[config.mk]
export PLATFORM = sky130hd
export DESIGN_NAME = cn_timer_sched
export DESIGN_NICKNAME = d
export VERILOG_FILES = /design/src/rtl/cn_timer_sched.sv
export SDC_FILE = /design/constraint.sdc
export NUM_CORES = 1
export LEC_CHECK = 0
export BUFFER_PORTS_ARGS = -buffer_cell sky130_fd_sc_hd__clkbuf_2
export CAP_MARGIN = 20
export CORE_MARGIN = 8
export CORE_UTILIZATION = 59
export DETAILED_ROUTE_END_ITERATION = 16
export PLACE_DENSITY = 0.79
export RECOVER_POWER = 25
export SETUP_SLACK_MARGIN = 0.02
export SYNTH_ARGS = -nofsm -noshare
export SYNTH_HDL_FRONTEND = slang
export SYNTH_SLANG_ARGS = --single-unit
[constraint.sdc]
create_clock -name clk -period 2.6 [get_ports clk]
set_input_delay 0.26 -clock clk [delete_from_list [all_inputs] [get_ports clk]]
set_output_delay 0.26 -clock clk [all_outputs]
set_load 0.005 [all_outputs]
[src/rtl/cn_timer_sched.sv]
// Round-robin arbiter sharing one black-period wait counter (init out, CN in)
// among N requesters, with a watchdog that aborts a run whose CN never arrives.
module cn_timer_sched #(
  parameter int N       = 3,
  parameter int TIMEOUT = 200000,
  parameter int TW      = 18
) (
  input  logic         clk,
  input  logic         rst,
  input  logic [N-1:0] req,
  input  logic         cn_i,
  output logic         init_o,
  output logic [N-1:0] grant,
  output logic [N-1:0] done,
  output logic         err,
  output logic         busy
);
  localparam int PW = (N > 1) ? $clog2(N) : 1;
  localparam logic [N-1:0] ONE = N'(1);

  typedef enum logic [1:0] {IDLE, START, WAIT, DONE} state_t;

  state_t        state;
  logic [PW-1:0] ptr, sel, sel_c, cand;
  logic [TW-1:0] wd;
  logic          cn_q, found;
  int            idx;

  // First requester at or after ptr, wrapping round to ptr-1.
  always_comb begin
    sel_c = '0;
    found = 1'b0;
    idx   = 0;
    cand  = '0;
    for (int i = 0; i < N; i++) begin
      idx = int'(ptr) + i;
      if (idx >= N) idx = idx - N;
      cand = PW'(idx);
      if (!found && req[cand]) begin
        found = 1'b1;
        sel_c = cand;
      end
    end
  end

  always_ff @(posedge clk) begin
    if (rst) begin
      state  <= IDLE;
      ptr    <= '0;
      sel    <= '0;
      wd     <= '0;
      cn_q   <= 1'b0;
      init_o <= 1'b0;
      grant  <= '0;
      done   <= '0;
      err    <= 1'b0;
      busy   <= 1'b0;
    end else begin
      cn_q <= cn_i;
      case (state)
        IDLE: if (found) begin
          state  <= START;
          sel    <= sel_c;
          grant  <= ONE << sel_c;
          init_o <= 1'b1;
          busy   <= 1'b1;
        end
        START: begin
          state  <= WAIT;
          init_o <= 1'b0;
          wd     <= '0;
        end
        WAIT: begin
          // A rise on the expiry cycle still counts as a clean completion.
          if (cn_i && !cn_q) begin
            state <= DONE;
            done  <= ONE << sel;
          end else if (wd == TW'(TIMEOUT - 1)) begin
            state <= DONE;
            done  <= ONE << sel;
            err   <= 1'b1;
          end else begin
            wd <= wd + 1'b1;
          end
        end
        DONE: begin
          state <= IDLE;
          grant <= '0;
          done  <= '0;
          err   <= 1'b0;
          busy  <= 1'b0;
          ptr   <= (sel == PW'(N - 1)) ? '0 : sel + 1'b1;
        end
        default: state <= IDLE;
      endcase
    end
  end
endmodule
---- Word-level counts from Yosys, hierarchy flattened ----
Cells that the tools add are included.
operators by class
  eq/ne operators ......................... 10
  shift-type cells ........................ 2
  add/sub/neg operators ................... 7
  reduce and logical (&&, ||, !) cells .... 18
  $lt $le $gt $ge ......................... 6
  muxes and demuxes ....................... 34
operator list
  kind                                                                                  count
  18-bit 2-to-1 mux                                                                     2
  18-bit one-hot mux with 2 select lines                                                1
  2-bit 2-to-1 mux                                                                      10
  18-bit by 1-bit adder with 18-bit output (second input constant)                      1
  18-bit equality test (second input constant)                                          1
  3-bit one-hot mux with 2 select lines                                                 2
  2-bit AND reduction                                                                   5
  2-bit by 3-bit less-than comparator with 1-bit output (second input constant)         3
  1-bit 2-to-1 mux                                                                      9
  3-bit 2-to-1 mux                                                                      3
  2-bit != test (second input constant)                                                 4
  2-bit one-hot mux with 4 select lines                                                 1
  2-bit nonzero test                                                                    4
  1-bit binary-select mux with 2-bit select                                             3
  2-bit equality test (second input constant)                                           3
  3-bit by 2-bit greater-or-equal comparator with 1-bit output (second input constant)  2
  1-bit one-hot mux with 2 select lines                                                 3
  3-bit AND reduction                                                                   2
  1-bit by 2-bit << shifter with 3-bit output (first input constant)                    2
  2-bit subtractor (second input constant)                                              3
  2-bit by 1-bit adder with 3-bit output (second input constant)                        1
  2-bit by 2-bit adder with 3-bit output (second input constant)                        1
  1-bit logical AND                                                                     3
  1-bit logical NOT                                                                     3
  5 further kinds                                                                       5
storage, ports and cells
  input port bits ......................... 6
  logic and storage cells ................. 87
  register bits after elaboration ......... 34

---- Logic depth before layout (Yosys ltp) ----
  depth in word-level cells ............... 14
  gate-level depth with buffers ........... 7

---- Least setup slack after synthesis ----
OpenSTA, ideal clock, no wires.
  path kind ............................... register to register
  start point ............................. reg wd[13]
  end point ............................... reg state[1]
  setup time .............................. 0.132 ns
  data arrival time ....................... 1.891 ns
  clock period less this slack ............ 2.023 ns
  cell stages (with the launch flop) ...... 7
  path slack .............................. 0.577 ns
  data required time ...................... 2.468 ns
  cells stage by stage .................... dfxtp_1 > or4b_1 > or4_1 > buf_6 > o21a_4 > o21ai_0 > a21oi_1
between the ends
  longest elaborated chain between the ends .. 3
RTL lines
  what                                  line  RTL
  start, declared                       25    logic [TW-1:0] wd;
  start signal, assigned                83    wd <= wd + 1'b1;
  18-bit equality test                  78    end else if (wd == TW'(TIMEOUT - 1)) begin
  3-bit != test (no source line)        -
  2-bit AND reduction (no source line)  -
  end signal, assigned                  76    state <= DONE;
  end signal, assigned                  79    state <= DONE;
  end signal, assigned                  87    state <= IDLE;
  end, declared                         23    state_t state;
No other way between the ends.
A chain may end at the register's enable or synchronous reset.

---- Worst setup path in the final report ----
  start point ............................. reg wd[6]
  end point ............................... reg state[1]
Same word-level chain as after synthesis.

==> metrics.yaml <==
route:
  dr.pass1.iters: 4
  wirelength_mm: 3.98
  wl_met1_mm: 1.88
  routed_via_density: 6.02
  vias: 1584
  wl_per_cell_um: 15.1
  dr_wl_met2_mm: 1.88
  drtIter0Drc: 142
  final_antenna_net_count: 0
  dr_wl_met3_um: 199
  route.detailed.drc: 0
  highest_layer: "met4"
timing:
  finalHoldViolations: 0
  post-route-min-period_ns: 2.35
  post-route-period-util: 0.905
  tightest_slew_ns: 0.696
  fmaxAchievable_mhz: 425
  hold_ws_ns: 0.208
  clock-skew-final_ns: 0.0151
  rsz0062_at_grt: "false"
  setup_tns_ns: 0
  slew_headroom: 0.536
  maxSlewViolCount: 0
  setup_violations: 0
power_and_ir_drop:
  powerDensity_mw_per_mm2: 802
  leakage_uw: 0.000775
  ir_worst_vdd_uv: 554
die:
  start_util: 0.613
  die_h_um: 71.9
  dieArea_mm2: 0.00517
  die_w_um: 71.9
  row_count: 20
  coreArea_mm2: 0.00300
  io-pin-count: 15
cts:
  hold_buffers: 0
  htree_levels: 2
  cts_root_buffer: "clkbuf_4"
  clk_pin_slew_ns: 0.12
  cts_buffers: 5
  cts-resized-gates: 0
  cts_max_path_buffers: 2
  post_cts_buffers: 0
  clock_sinks: 34
  clock_latency_ns: 0.33
  cts_tree: "yes"
layout:
  fin_nets: 245
  fin_util: 0.682
  areaGrowthSynthToFinish_pct: 11.1
  n_fill_cell: 256
  stdcell_area_mm2: 0.00205
  fin_cells: 263
  diodes: 0
  drive_gt1_frac: 0.109
placed_design:
  io_buffer_count: 14
  dp_hpwl_mm: 2.98
  dp.cells: 255
  gp_congestion: 0.876
  placed_area_mm2: 0.00195
synthesis:
  netlist_instances: 211
  async_flop_share: 0
  netlist_area_mm2: 0.00184
  synth_edf_count: 0
  synth-seq-cells: 34
  ys.flop_type: "dfxtp_1"
  synth_area_leaders: "dfxtp_1, ha_1, xor2_1, nor2_1, nand3_1"
  yosysWarnings: 0
  yosys.area.top_type: "dfxtp_1"
  synth_most_common_cell: "dfxtp_1"
  syn_nets: 227
  ys_top_cells_by_count: "dfxtp_1, nor2_1, nand3_1"
  yosysTopAreaCellShare: 0.370
  yosysSeqAreaShare: 0.370
  synth.avg_cell_area_um2: 8.73
  synth.distinct_cells: 50
critical_path:
  cp_slowest_cell: "or4_1"
  worst-path-max-fanout: 13
  cp_slowest_stage_delay_ns: 0.67
  startpoint_type: "flop"
  end_kind: "flop"
  path_class: "flop to flop"
  worstPathArrival_ns: 2.53
  reg2reg_depth: 5
  crit_required_ns: 2.78
  cp_cell_sequence: "or4bb_1 > or4_1 > o21a_4 > o21ai_0 > a21oi_1"
job:
  drv_cap: 0
status:
  outcome: "completed"
min_path:
  min_path_type: "primary input to flop"
  hold-path-cell-count: 2
global_routing:
  grt.total_usage: 0.163
  grt_antenna_before_repair: 0
  grt_max_degree: 17
  grt.overflow.total: 0
  grt_first_pass_wirelength_mm: 6.96
  grt_pass1_vias: 1584
==> worst max-delay path, delay by kind of cell, from the launching register on <==
family | cells | cell delay [ns]
AO/OA/AOI/OAI | 3 | 0.54
flip-flops | 1 | 0.45
AND/OR/NAND/NOR | 2 | 1.21
==> layout by cell type, fill, tap and decap left out, types with 2 or more instances in the layout <==
master | Yosys | layout
a21oi_1 | 9 | 9
a22o_1 | 2 | 2
and2_1 | 2 | 2
and3_1 | 2 | 2
and3b_1 | 2 | 2
buf_4 | 0 | 3
bufinv_16 | 0 | 2
clkbuf_1 | 4 | 8
clkbuf_2 | 0 | 6
clkbuf_4 | 0 | 5
dfxtp_1 | 34 | 34
ha_1 | 10 | 10
inv_1 | 9 | 9
mux2i_1 | 6 | 6
nand2_1 | 9 | 9
nand2b_1 | 2 | 2
nand3_1 | 16 | 16
nand3b_1 | 2 | 2
nand4_1 | 6 | 6
nor2_1 | 29 | 29
nor2b_1 | 4 | 4
nor3_1 | 2 | 2
nor4_1 | 4 | 4
o2111ai_1 | 2 | 2
o211ai_1 | 4 | 4
o21a_1 | 3 | 3
o21ai_0 | 6 | 6
o22ai_1 | 2 | 2
or4_1 | 2 | 2
xnor2_1 | 2 | 2
xor2_1 | 13 | 13
==> final timing paths <==
check | start | to | slack (ns)
worst max-delay path | wd[6]$_SDFFE_PP0P_ | state[1]$_SDFFE_PP0P_ | 0.25
worst min-delay path | cn_i | cn_q$_SDFF_PP0_ | 0.21
worst max register to register | wd[6]$_SDFFE_PP0P_ | state[1]$_SDFFE_PP0P_ | 0.25
worst min register to register | grant[1]$_SDFFE_PP0P_ | grant[1]$_SDFFE_PP0P_ | 0.47
==> per-stage QoR <==
step	worst slack, ns	total power (uW)
after global placement	0.374	1120
after global routing	0.0830	1740
after CTS	0.251	1650
after detailed placement	0.297	1150
final	0.247	1640
after floorplan	0.577	1010
==> registers in the layout (all words and copies together) (netlist names) <==
| signal | count |
|---|---|
| err | 1 |
| state | 2 |
| wd | 18 |
| busy | 1 |
| cn_q | 1 |
| ptr | 2 |
| grant | 3 |
| init_o | 1 |
| done | 3 |
| sel | 2 |
==> power by group <==
group | total, uW | switching, uW | internal, uW
Clock | 502 | 176 | 326
Combinational | 507 | 302 | 205
Sequential | 632 | 44.9 | 587
==> cell families (layout without fill, tap and decap cells) <==
logic type / count (synthesis) / count (layout) / synth area share
compound gates: 40 / 40 / 0.160
fa+ha+maj: 10 / 10 / 0.0679
buf+inv: 15 / 34 / 0.0346
simple gates: 90 / 90 / 0.258
mux: 7 / 7 / 0.0387
flops: 34 / 34 / 0.370
xor+xnor: 15 / 15 / 0.0713
==> cell type report <==
cell class,instances,area (um2),share of cell area
Clock buffer,6,51.3,0.0251
Clock inverter,2,60.1,0.0293
Inverter,9,33.8,0.0165
Multi-Input combinational cell,162,1100,0.536
Sequential cell,34,681,0.333
Tap cell,33,41.3,0.0202
Timing Repair Buffer,17,82.6,0.0403
==> layer usage <==
layer / vias up / GRT usage
met1: 755 / 0.202
met3: 2 / 0.0558
met5: - / 0
met2: 38 / 0.260
met4: 0 / 0.0476
li1: 789 / -
(Power assumes the default switching activity.)
